### src/rtl/face_det_pkg.sv
// Shared face-detection types and constants.
// Used by the integral image front end and the classifier.
package face_det_pkg;

   localparam int DEF_IMG_W = 20;
   localparam int DEF_IMG_H = 20;
   localparam int DEF_II_W  = 32;

   localparam logic [7:0] LUMA_R     = 8'd77;
   localparam logic [7:0] LUMA_G     = 8'd150;
   localparam logic [7:0] LUMA_B     = 8'd29;
   localparam int         LUMA_SHIFT = 8;

   typedef logic [DEF_II_W-1:0] ii_t;
   typedef logic [7:0]          gray_t;

endpackage

### src/rtl/rgb_to_gray.sv
// Combinational luma: weights sum to 256 so the shifted
// result always fits 8 bits.
module rgb_to_gray
   import face_det_pkg::*;
(
   input  logic [7:0] r,
   input  logic [7:0] g,
   input  logic [7:0] b,
   output gray_t      gray
);

   logic [15:0] sum;

   assign sum = 16'(r) * 16'(LUMA_R)
              + 16'(g) * 16'(LUMA_G)
              + 16'(b) * 16'(LUMA_B);

   assign gray = gray_t'(sum >> LUMA_SHIFT);

endmodule

### src/rtl/integral_image_builder.sv
// Raster-order integral image: gray stage, then running
// row sum plus the line buffer entry from the row above.
module integral_image_builder
   import face_det_pkg::*;
#(
   parameter int IMG_W = DEF_IMG_W,
   parameter int IMG_H = DEF_IMG_H,
   parameter int II_W  = DEF_II_W
)(
   input  logic                     CLK,
   input  logic                     RESET,
   input  logic                     PIX_VALID,
   output logic                     PIX_READY,
   input  logic                     PIX_SOF,
   input  logic [7:0]               VGA_R_in,
   input  logic [7:0]               VGA_G_in,
   input  logic [7:0]               VGA_B_in,
   output logic                     II_VALID,
   input  logic                     II_READY,
   output logic [II_W-1:0]          II_DATA,
   output logic [$clog2(IMG_W)-1:0] II_X,
   output logic [$clog2(IMG_H)-1:0] II_Y,
   output logic                     II_EOF,
   output logic                     SOF_ERR
);

   localparam int XW = $clog2(IMG_W);
   localparam int YW = $clog2(IMG_H);

   logic advance;
   logic accept;

   logic [XW-1:0] x_cnt;
   logic [YW-1:0] y_cnt;
   logic [XW-1:0] px;
   logic [YW-1:0] py;
   logic [XW-1:0] nx;
   logic [YW-1:0] ny;
   logic          last_col;
   logic          last_row;
   logic          sof_err_q;

   gray_t gray_c;

   logic          s1_valid;
   gray_t         s1_gray;
   logic [XW-1:0] s1_x;
   logic [YW-1:0] s1_y;
   logic          s1_eof;

   logic [II_W-1:0] rowsum_q;
   logic [II_W-1:0] rowsum_new;
   logic [II_W-1:0] lb_term;
   logic [II_W-1:0] ii_c;
   logic [II_W-1:0] linebuf [IMG_W];

   logic            ii_valid_q;
   logic [II_W-1:0] ii_data_q;
   logic [XW-1:0]   ii_x_q;
   logic [YW-1:0]   ii_y_q;
   logic            ii_eof_q;

   assign advance   = !ii_valid_q || II_READY;
   assign PIX_READY = !RESET && advance;
   assign accept    = PIX_VALID && PIX_READY;

   rgb_to_gray u_gray (
      .r    (VGA_R_in),
      .g    (VGA_G_in),
      .b    (VGA_B_in),
      .gray (gray_c)
   );

   // SOF overrides the counters for the pixel it rides on
   always_comb begin
      px       = PIX_SOF ? '0 : x_cnt;
      py       = PIX_SOF ? '0 : y_cnt;
      last_col = (px == XW'(IMG_W - 1));
      last_row = (py == YW'(IMG_H - 1));
      nx       = last_col ? '0 : px + 1'b1;
      ny       = py;
      if (last_col) begin
         ny = last_row ? '0 : py + 1'b1;
      end
   end

   always_ff @(posedge CLK) begin
      if (RESET) begin
         x_cnt     <= '0;
         y_cnt     <= '0;
         sof_err_q <= 1'b0;
         s1_valid  <= 1'b0;
         s1_gray   <= '0;
         s1_x      <= '0;
         s1_y      <= '0;
         s1_eof    <= 1'b0;
      end else begin
         sof_err_q <= accept && PIX_SOF
                   && (x_cnt != '0 || y_cnt != '0);
         if (accept) begin
            x_cnt <= nx;
            y_cnt <= ny;
         end
         if (advance) begin
            s1_valid <= accept;
            s1_gray  <= gray_c;
            s1_x     <= px;
            s1_y     <= py;
            s1_eof   <= last_col && last_row;
         end
      end
   end

   // Row 0 never reads the line buffer, so it needs no reset
   always_comb begin
      rowsum_new = (s1_x == '0) ? II_W'(s1_gray)
                                : rowsum_q + II_W'(s1_gray);
      lb_term    = (s1_y == '0) ? '0 : linebuf[s1_x];
      ii_c       = rowsum_new + lb_term;
   end

   always_ff @(posedge CLK) begin
      if (advance && s1_valid) begin
         linebuf[s1_x] <= ii_c;
      end
   end

   always_ff @(posedge CLK) begin
      if (RESET) begin
         rowsum_q   <= '0;
         ii_valid_q <= 1'b0;
         ii_data_q  <= '0;
         ii_x_q     <= '0;
         ii_y_q     <= '0;
         ii_eof_q   <= 1'b0;
      end else if (advance) begin
         ii_valid_q <= s1_valid;
         if (s1_valid) begin
            rowsum_q  <= rowsum_new;
            ii_data_q <= ii_c;
            ii_x_q    <= s1_x;
            ii_y_q    <= s1_y;
            ii_eof_q  <= s1_eof;
         end
      end
   end

   assign II_VALID = ii_valid_q;
   assign II_DATA  = ii_data_q;
   assign II_X     = ii_x_q;
   assign II_Y     = ii_y_q;
   assign II_EOF   = ii_eof_q;
   assign SOF_ERR  = sof_err_q;

endmodule

### config.mk
export PLATFORM = sky130hd
export DESIGN_NAME = integral_image_builder
export DESIGN_NICKNAME = d
export VERILOG_FILES = /design/src/rtl/face_det_pkg.sv /design/src/rtl/rgb_to_gray.sv /design/src/rtl/integral_image_builder.sv
export SDC_FILE = /design/constraint.sdc
export NUM_CORES = 1
export LEC_CHECK = 0
export BUFFER_PORTS_ARGS = -buffer_cell sky130_fd_sc_hd__buf_4
export CORE_ASPECT_RATIO = 1.2
export CORE_MARGIN = 3
export CORE_UTILIZATION = 42
export DETAILED_ROUTE_END_ITERATION = 7
export PLACE_DENSITY_LB_ADDON = 0.3
export SETUP_SLACK_MARGIN = 0.5
export SLEW_MARGIN = 5
export SYNTH_ARGS = -nofsm -noshare
export SYNTH_HDL_FRONTEND = slang
export SYNTH_SLANG_ARGS = --single-unit
### constraint.sdc
create_clock -name CLK -period 5.55 [get_ports CLK]
set_input_delay 0 -clock CLK [delete_from_list [all_inputs] [get_ports CLK]]
set_output_delay 0 -clock CLK [all_outputs]
set_load 0.01 [all_outputs]
==> impl_results.md, run 1 <==
* Crit share post-route at 0.960
* Peak supply drop at approximately 0.68 mV
* Fill count at roughly 6.6k
* Pwr Total at around 0.015 W
* Initial DRT Pass Iterations at 6
* CTS tree: built
* Worst Path Required at ~6100 ps
* Placer Congestion at roughly 0.9
* GRT Overall Usage at 0.202
* RSZ-0062 raised after global routing: yes
* Clock transition at path regs at 60 ps
* DP HPWL at around 53000 um
* Met2 Routed Length at ~43000 um
* Max-slew violations at 0
* Worst Path Class, Setup: in2reg
* Layout cells sized above 1 at 0.252
* Post-Route Setup TNS at 0 ps
* Synth Cell Area at around 34000 um^2
* Post-Synth Simple-Gate Area at 0.0676
* Synth Register Bits at about 750
* Global-route wire length before repair at 129000 um
* Num rows at 114
* EDFF count, synth at between 600 and 700
* Startpoint Class: primary input
* CTS Buf Count at 75
* Initial antenna violation count at 1
* Final hold vios at 0
* Uppermost layer routed: met4
* Dominant cell type by area after synthesis: edfxtp_1
* Remaining antenna violation count at 0
* Combinational family with the most area after synthesis: multiplexers
* Detailed Route Iter0 Violations at roughly 2.3k
* Via density at about 5.7
* Register area share after synthesis at 0.624
* Number of port buffers at 74
* Vias at 20.2k
* Die Span Y at ~320 um
* CTS max path bufs at 3
* Outcome: finished, final reports clean
* Area delta synth->final at 16.7%
* Unique masters post-synth at 67
* Final number of setup-violating endpoints at 0
* Area contributors post-synth: edfxtp_1, mux4_2, dfxtp_1, ha_1, fa_1
* Largest net degree at the start of global routing at 70
* FFs w/ async S/R, synth at 0
* Max Cap Viol at 0
* Number of global-route vias before repair at just over 20k
* Xor-xnor portion of the synthesized cell area at 0.0186
* DRC at 0
* Die Width at about 270 um
* DRT Wirelength at roughly 85000 um
* Worst min-delay path class: in2reg
* Clock sinks at 752
* Nets@finish at between 2k and 3k
* Final core occ at 0.496
* Initial core utilization at 0.425
* Fmax at between 150 and 200 MHz
* Multi-input logic area at ~13000 um^2
* Compound-Gate Fraction of Synth Area at 0.0501
* Post-Layout Cell Count at approximately 3.5k
* Worst clock skew at around 37 ps
* Synth Area in Adders at 0.0786
* Remaining global-route overflow at 0
* DR WL/cell at 24.1 um
* Crit. End Element: flop
* Worst skew pair latency at roughly 630 ps
* Slew @ Worst Pin at between 1000 and 1500 ps
* Synthesis Warnings at 0
* Areal power density over the cells at 384 nW/um^2
* Most numerous cell in the Yosys netlist: edfxtp_1
* Inst Count DP at between 3k and 4k
* Met3 Wirelength at around 5900 um
* Storage cell area at between 20000 and 25000 um^2
* Synthesized Nets at 2457
* H-tree depth at 3
* Ports at between 70 and 80
* Commonest cells in the netlist: edfxtp_1, mux4_2, nand2_1
* Routed met1 length at approximately 35000 um
* Root Buffer: clkbuf_16
* Pleak at 13.9 nW
* Mux share of post-synthesis cell area at 0.136
* DIE AREA at around 85000 um^2
* Post-route minimum period at approximately 5300 ps
* Synth top area share at 0.558
* Synth Instances at 2246
* Main synth FF type: edfxtp_1
* Core ar. at 80900 um^2
* Syn Area/Cell at between 15 and 20 um^2
* Critical path arrival at 5870 ps
* Critical Path Fanout Max at 4
* Max-slew headroom at 0.244
## worst max-delay path, cell delays in order
cell	delay, ps
buf_8	100
ha_4	240
ha_4	250
inv_2	30
fa_1	450
fa_1	510
inv_2	40
ha_4	300
xnor2_4	130
fa_2	460
fa_1	500
inv_2	40
fa_1	470
fa_1	530
inv_2	50
ha_4	260
nand2_2	50
or3_4	330
o211ai_1	290
a31oi_1	150
o21bai_1	160
nor2_1	50
or3_1	340
a21oi_2	130
## cell families after synthesis
logic type / Yosys count
DFF: 752
and+or+nand+nor: 500
AOI/OAI and AO/OA: 284
muxes: 229
buffers and inverters: 226
adders and majority gates: 182
xor gates and xnor gates: 73
## report_power, final
group / switching [W] / internal (W) / leakage (nW)
registers: 0.0000361 / 0.00626 / 6.87
clock network: 0.00213 / 0.00282 / 1.17
logic: 0.00208 / 0.00209 / 5.86
## metal layers
layer	track usage	up-vias
met5	0	-
met4	0.0646	0
met3	0.0326	132
met2	0.340	732
met1	0.270	10300
li1	-	8967
## cell usage in the layout, fill, tap and decap left out, drive strengths merged, types with 4 or more instances in the layout
cell type and instances:
edfxtp 640, buf 215, mux4 191, nand2 168, nor2 145, a21oi 130, ha 125, inv 123
dfxtp 112, clkbuf 92, fa 57, xnor2 45, o21ai 45, mux2i 36, nand3 33, clkinv 30
xor2 29, or3 25, nor3 24, and3 21, a21o 19, nand4 16, a31oi 16, nand2b 14
nor2b 14, a211oi 13, o211ai 9, o21bai 9, o21a 8, a211o 7, nand3b 7, and2 7
nor4 7, dlygate4sd3 6, or2 5, clkinvlp 5, bufinv 5, or4 4
## layout make-up
class	instances	area share
Antenna cell	1	0.0000623
Clock buffer	92	0.0499
Clock inverter	46	0.00985
Inverter	117	0.0109
Multi-Input combinational cell	1269	0.317
Sequential cell	752	0.535
Tap cell	1044	0.0325
Timing Repair Buffer	221	0.0455
## state kept, by name (all words and copies together), names as in the netlist, 8 cells and up, named ones only
signal	cells
linebuf	640
II_DATA	32
s1_gray	8
rowsum_q	32
## per-stage QoR
stage          setup WS (ps)  hold WS [ps]  instance area, um^2
2_1_floorplan          -7.48          54.7                34500
3_3_place_gp            -430           287                37300
3_5_place_dp            -468           295                37300
4_1_cts                  253           197                39900
5_1_grt                 41.9           280                40200
6_report                 223           257                40200
## repair_timing
action                                 4_1_cts  5_1_grt
cloned                                       0        2
resized for setup                           26       42
endpoints found under the hold margin       61        0
setup endpoints to repair                   48      258
hold buffers                                 6        0
pin swaps                                   35       33
setup buffers                                4        2
## worst paths after layout
check / startpoint / end / slack, ps / cells after the start
min reg2reg: II_X[2] / II_X[2] / 460 / 2
min: VGA_R_in[7] / s1_gray[7] / 260 / 7
max reg2reg: s1_gray[0] / linebuf[16][29] / 650 / 24
max: VGA_G_in[6] / s1_gray[6] / 220 / 24
(Power assumes the default switching activity.)
==> run 2, diff against run 1 <==
--- a/config.mk
+++ b/config.mk
@@ -11,6 +11,7 @@
 export CORE_UTILIZATION = 42
 export DETAILED_ROUTE_END_ITERATION = 7
 export PLACE_DENSITY_LB_ADDON = 0.3
+export REMOVE_ABC_BUFFERS = 1
 export SETUP_SLACK_MARGIN = 0.5
 export SLEW_MARGIN = 5
 export SYNTH_ARGS = -nofsm -noshare
==> constraint.sdc (replaced) <==
create_clock -name CLK -period 5.3 [get_ports CLK]
set_input_delay 0 -clock CLK [delete_from_list [all_inputs] [get_ports CLK]]
set_output_delay 0 -clock CLK [all_outputs]
set_load 0.01 [all_outputs]
==> impl_results.md, run 2 (same netlist as run 1, synthesis figures left out) <==
* Via density at around 5.6
* Critical path's slowest cell: fa_1
* Largest net degree at the start of global routing at just over 70
* Worst clock skew at roughly 47 ps
* Reg2reg setup slack at about 620 ps
* Crit share post-route at 1.01
* DR WL/cell at roughly 24 um
* CTS Buf Count at 74
* Root Buffer: clkbuf_16
* CTS max path bufs at 3
* Fmax at 187 MHz
* Placer Congestion at roughly 0.86
* Layout cells sized above 1 at 0.268
* Failing checks: setup timing
* Initial antenna violation count at 0
* Max-slew headroom at 0.230
* Ports at 75
* Clock sinks at around 750
* CTS tree: built
* Vias at roughly 20k
* Critical path arrival at a little under 6000 ps
* RSZ-0062 raised after global routing: yes
* Post-route minimum period at around 5400 ps
* H-tree depth at 3
* Die Width at 267 um
* Worst skew pair latency at between 600 and 700 ps
* DRC at 0
* Reg with most FFs: linebuf
* Commonest cells after routing, fill and taps aside: edfxtp_1, buf_4, mux4_2, nand2_1, nor2_1
* Startpoint Class: primary input
* Remaining antenna violation count at 0
* GRT Overall Usage at 0.200
* Inst Count DP at around 3.4k
* Placement-stage worst setup slack at -999 ps
* Max reg flops at 640
* Slew @ Worst Pin at between 1000 and 1500 ps
* Post-Layout Cell Count at 3579
* Initial DRT Pass Iterations at 5
* Worst Path Class, Setup: in2reg
* Critical Path Fanout Max at 2
* Final number of setup-violating endpoints at 1
* Max Cap Viol at 0
* Commonest non-fill, non-tap cell in the layout: edfxtp_1
* Worst stage delay on the critical path at between 500 and 600 ps
* Worst Path Required at between 5000 and 6000 ps
* Num rows at ~110
* Pwr Total at approximately 0.017 W
* Areal power density over the cells at 415 nW/um^2
* Remaining global-route overflow at 0
* Number of global-route vias before repair at 20.9k
* Crit. End Element: flop
* ANT cells at 0
* DP HPWL at approximately 54000 um
* Worst min-delay path class: in2reg
* Clock transition at path regs at roughly 60 ps
* Initial core utilization at 0.425
* Fin worst setup slack at -58.5 ps
* Outcome: finished with violations
* Global-route wire length before repair at approximately 130000 um
* Final hold vios at 0
* Max-slew violations at 0
* Final instance area at 40800 um^2
* Area delta synth->final at 18.6%
* DIE AREA at approximately 85000 um^2
* Final core occ at 0.504
* Pleak at approximately 14 nW
* Nets@finish at between 2k and 3k
* DRT Wirelength at 85000 um
* Die Span Y at about 320 um
* Core ar. at about 81000 um^2
* Peak supply drop at ~0.44 mV
* Detailed Route Iter0 Violations at 1572
* Area post-placement at roughly 37000 um^2
* Number of port buffers at 74
* Most used cell, CP: fa_1
[run 2: report_power, final]
group	leakage, nW	internal, W	total (W)	switching, W
Clock	1.21	0.00309	0.00539	0.00230
Sequential	6.87	0.00656	0.00660	0.0000433
Combinational	6.12	0.00245	0.00492	0.00247
Total	14.2	0.0121	0.0169	0.00482
[run 2: area by class of cell]
cell class / count / area, um^2
Fill cell: 6614 / 40100
Sequential cell: 752 / 21500
Tap cell: 1044 / 1310
Clock inverter: 39 / 533
Clock buffer: 97 / 1980
Timing Repair Buffer: 261 / 2220
Multi-Input combinational cell: 1269 / 12800
Inverter: 117 / 439
[run 2: path summary, 6_finish.rpt]
path | startpoint | to | cells after the start
max | VGA_G_in[6] | s1_gray[6] | 26
min | VGA_R_in[7] | s1_gray[5] | 7
max reg2reg | flop | linebuf[8][28] | 18
min reg2reg | II_DATA[22] | II_DATA[22] | 2
[run 2: layer usage]
| layer | part of all wire | track usage | wire length (um) |
|---|---|---|---|
| met1 | 0.40 | 0.256 | 33900 |
| met2 | 0.52 | 0.352 | 43900 |
| met3 | 0.061 | 0.0315 | 5150 |
| met4 | 0.024 | 0.0575 | 2000 |
| met5 | 0 | 0 | 0 |
[run 2: what timing repair did]
action                                  4_1_cts  5_1_grt
setup buffers                                 9       12
pin swaps                                    35       50
resized for setup                            58       77
endpoints found under the setup margin      162      344
cloned                                        3        4
endpoints found under the hold margin        64        0
hold buffers                                  5        0
[run 2: per-stage QoR]
| stage | TNS [ps] | hold WS (ps) |
|---|---|---|
| floorplan | -3042530 | 54.7 |
| global placement | -5080 | 286 |
| detailed placement | -9550 | 286 |
| CTS | -167 | 221 |
| global route | -505 | 281 |
| finish | -58.5 | 255 |
[run 2: critical path, delay by kind of cell]
kind | cells | cell delay [ps]
and+or+nand+nor | 4 | 800
AOI/OAI and AO/OA | 5 | 840
xor gates and xnor gates | 1 | 130
buffers and inverters | 6 | 400
adders and majority gates | 10 | 3750
==> run 3, diff against run 2 <==
--- a/config.mk
+++ b/config.mk
@@ -5,6 +5,7 @@
 export SDC_FILE = /design/constraint.sdc
 export NUM_CORES = 1
 export LEC_CHECK = 0
+export ABC_AREA = 1
 export BUFFER_PORTS_ARGS = -buffer_cell sky130_fd_sc_hd__buf_4
 export CORE_ASPECT_RATIO = 1.2
 export CORE_MARGIN = 3
==> impl_results.md, run 3 <==
* DR WL/cell at 21.1 um
* Root Buffer: clkbuf_16
* Die Width at 271 um
* Commonest non-fill, non-tap cell in the layout: edfxtp_1
* Initial DRT Pass Iterations at 5
* P_sw at between 0.005 and 0.006 W
* Layout cells sized above 1 at 0.121
* Core ar. at between 80000 and 90000 um^2
* DRT Wirelength at around 100000 um
* Max Cap Viol at 0
* Sw Ratio at 0.310
* Worst Path Class, Setup: in2reg
* H-tree depth at 3
* Critical Path Fanout Max at 5
* Areal power density over the cells at about 450 nW/um^2
* Synth Register Bits at about 750
* EDFF count, synth at between 600 and 700
* Remaining antenna violation count at 0
* Max reg flops at 640
* CTS tree: built
* Number of global-route vias before repair at approximately 25k
* Area contributors post-synth: edfxtp_1, dfxtp_1, o21ai_0, nor2_1, ha_1
* Pwr Total at 0.0186 W
* Register area share after synthesis at 0.604
* CTS max path bufs at 3
* Detailed Route Iter0 Violations at about 2.0k
* Hold path cells at 2
* Max-slew headroom at 0.212
* Startpoint Class: primary input
* Pleak at 15.7 nW
* FFs w/ async S/R, synth at 0
* Commonest cells in the netlist: edfxtp_1, nor2_1, o21ai_0
* Critical path arrival at roughly 5300 ps
* Initial core utilization at 0.425
* Final instance area at slightly above 40000 um^2
* Area delta synth->final at 15.2%
* Peak supply drop at 0.925 mV
* Worst clock skew at between 30 and 40 ps
* CTS Buf Count at 74
* Unique masters post-synth at 53
* Hold path endpoint: y_cnt[3]
* Inst Count DP at 4470
* FF-to-FF path depth at 22
* Worst Path Required at between 5000 and 6000 ps
* DRC at 0
* Most numerous cell in the Yosys netlist: edfxtp_1
* Bufs and invs on worst path at 6
* Crit. End Element: flop
* Placer Congestion at between 0.9 and 1
* Post-route minimum period at between 4000 and 5000 ps
* Clock power frac at 0.287
* Critical path's slowest cell: fa_1
* Reg2reg setup slack at 850 ps
* Critical Path Stages at 26
* Via density at between 5 and 6
* Delay-heaviest family, CP: adder cells
* DIE AREA at just under 90000 um^2
* Part of the power in combinational logic at 0.352
* Global-route wire length before repair at around 150000 um
* Slew @ Worst Pin at between 1000 and 1500 ps
* Post-Layout Cell Count at around 4.6k
* Outcome: finished, final reports clean
* Vias at between 20k and 30k
* Nets@finish at around 3.6k
* Largest net degree at the start of global routing at approximately 130
* Worst skew pair latency at around 630 ps
* Worst min-delay path class: in2reg
* Worst stage delay on the critical path at 540 ps
* Area post-placement at about 38000 um^2
* RSZ-0062 raised after global routing: yes
* Synth Instances at between 3k and 4k
* Crit Reg-Reg Endpoint: linebuf[2][28]
* Reg with most FFs: linebuf
* Synth top area share at 0.541
* Synth Cell Area at 35500 um^2
* Remaining global-route overflow at 0
* Clock sinks at 752
* ANT cells at 0
* Commonest cells after routing, fill and taps aside: edfxtp_1, nor2_1, o21ai_0, inv_1, nand2_1
* Initial antenna violation count at 0
* Crit share post-route at 0.906
* Final hold vios at 0
* Internal Power at 0.0128 W
* FF-to-FF Start: s1_gray[0]
* Fill count at approximately 7.6k
* Dominant cell type by area after synthesis: edfxtp_1
* Number of port buffers at between 70 and 80
* Final number of setup-violating endpoints at 0
* Die Span Y at about 320 um
* Synthesis Warnings at 0
* Clock transition at path regs at approximately 60 ps
* GRT Overall Usage at 0.217
* Num rows at 116
* Fmax at between 200 and 250 MHz
* Seq pwr share at 0.361
* Ports at 75
* Main synth FF type: edfxtp_1
* Hold path startpoint: RESET
* Syn Area/Cell at approximately 11 um^2
* Max-slew violations at 0
* DP HPWL at just over 60000 um
run 3: changes by cell type after synthesis, moves of 36 or more:
cell	previous run	this run
o21ai_0	43	409
nor2_1	145	510
inv_1	117	317
mux4_2	191	0
nand2_1	168	299
nand3_1	33	158
o221ai_1	0	92
o22ai_1	1	71
o211ai_1	9	66
clkbuf_1	76	112
mux2i_1	36	0
xnor2_1	45	9
run 3: power groups by stage:
stage	Clock (W)	Sequential, W	Combinational, W
6_report	0.00533	0.00672	0.00655
5_1_grt	0.00565	0.00673	0.00730
4_1_cts	0.00542	0.00672	0.00582
3_5_place_dp	0	0.00685	0.00512
3_3_place_gp	0	0.00685	0.00508
2_1_floorplan	0	0.00686	0.00315
run 3: worst max path at each step:
stage                     start        endpoint  slack (ps)
floorplan                  flop  linebuf[0][14]       -5680
global placement    VGA_G_in[4]      s1_gray[6]        -480
detailed placement  VGA_G_in[4]      s1_gray[6]        -520
CTS                 VGA_G_in[4]      s1_gray[6]         450
global route        VGA_G_in[6]      s1_gray[4]         320
finish              VGA_G_in[6]      s1_gray[6]         500
run 3: per-layer routing:
metal | routed length [um] | vias up | track usage
li1 | - | 12000 | -
met1 | 39900 | 12600 | 0.280
met2 | 47800 | 866 | 0.371
met4 | 3460 | 0 | 0.0811
met5 | 0 | - | 0
met3 | 6310 | 182 | 0.0322
run 3: final cells by class:
cell class | count | area, um^2 | share of cell area
Sequential cell | 752 | 21500 | 0.525
Timing Repair Buffer | 214 | 1790 | 0.0438
Clock buffer | 104 | 2040 | 0.0498
Multi-Input combinational cell | 2068 | 12600 | 0.307
Clock inverter | 31 | 414 | 0.0101
Inverter | 326 | 1230 | 0.0301
Tap cell | 1121 | 1400 | 0.0343
run 3: cell families after synthesis:
kind of cell    synth area share
simple gates               0.119
xor+xnor                 0.00839
flops                      0.604
compound gates             0.136
buf+inv                   0.0562
fa+ha+maj                 0.0762
run 3: worst register-to-register path, delay by kind of cell, from the launching register on:
kind                     cells  cell delay [ps]
AO/OA/AOI/OAI                5             1140
adder cells (fa/ha/maj)      3              890
buffers and inverters        4              300
flip-flops                   1              370
AND/OR/NAND/NOR             10             1420
run 3: timing repair:
item / in CTS / in global routing
gates resized for setup: 26 / 50
buffers inserted: 5 / 2
setup endpoints to repair: 8 / 69
pin swaps: 11 / 28
hold buffers: 4 / 0
endpoints found under the hold margin: 33 / 0
run 3: per-stage QoR:
stage	hold WS [ps]	setup TNS (ps)	setup slack, ps	utilization
2_1_floorplan	69.1	-4269250	-5680	-
3_3_place_gp	404	-2780	-481	0.455
3_5_place_dp	410	-3030	-522	0.455
4_1_cts	0.270	0	453	0.487
5_1_grt	39.4	0	319	0.490
6_report	18.3	0	499	0.490
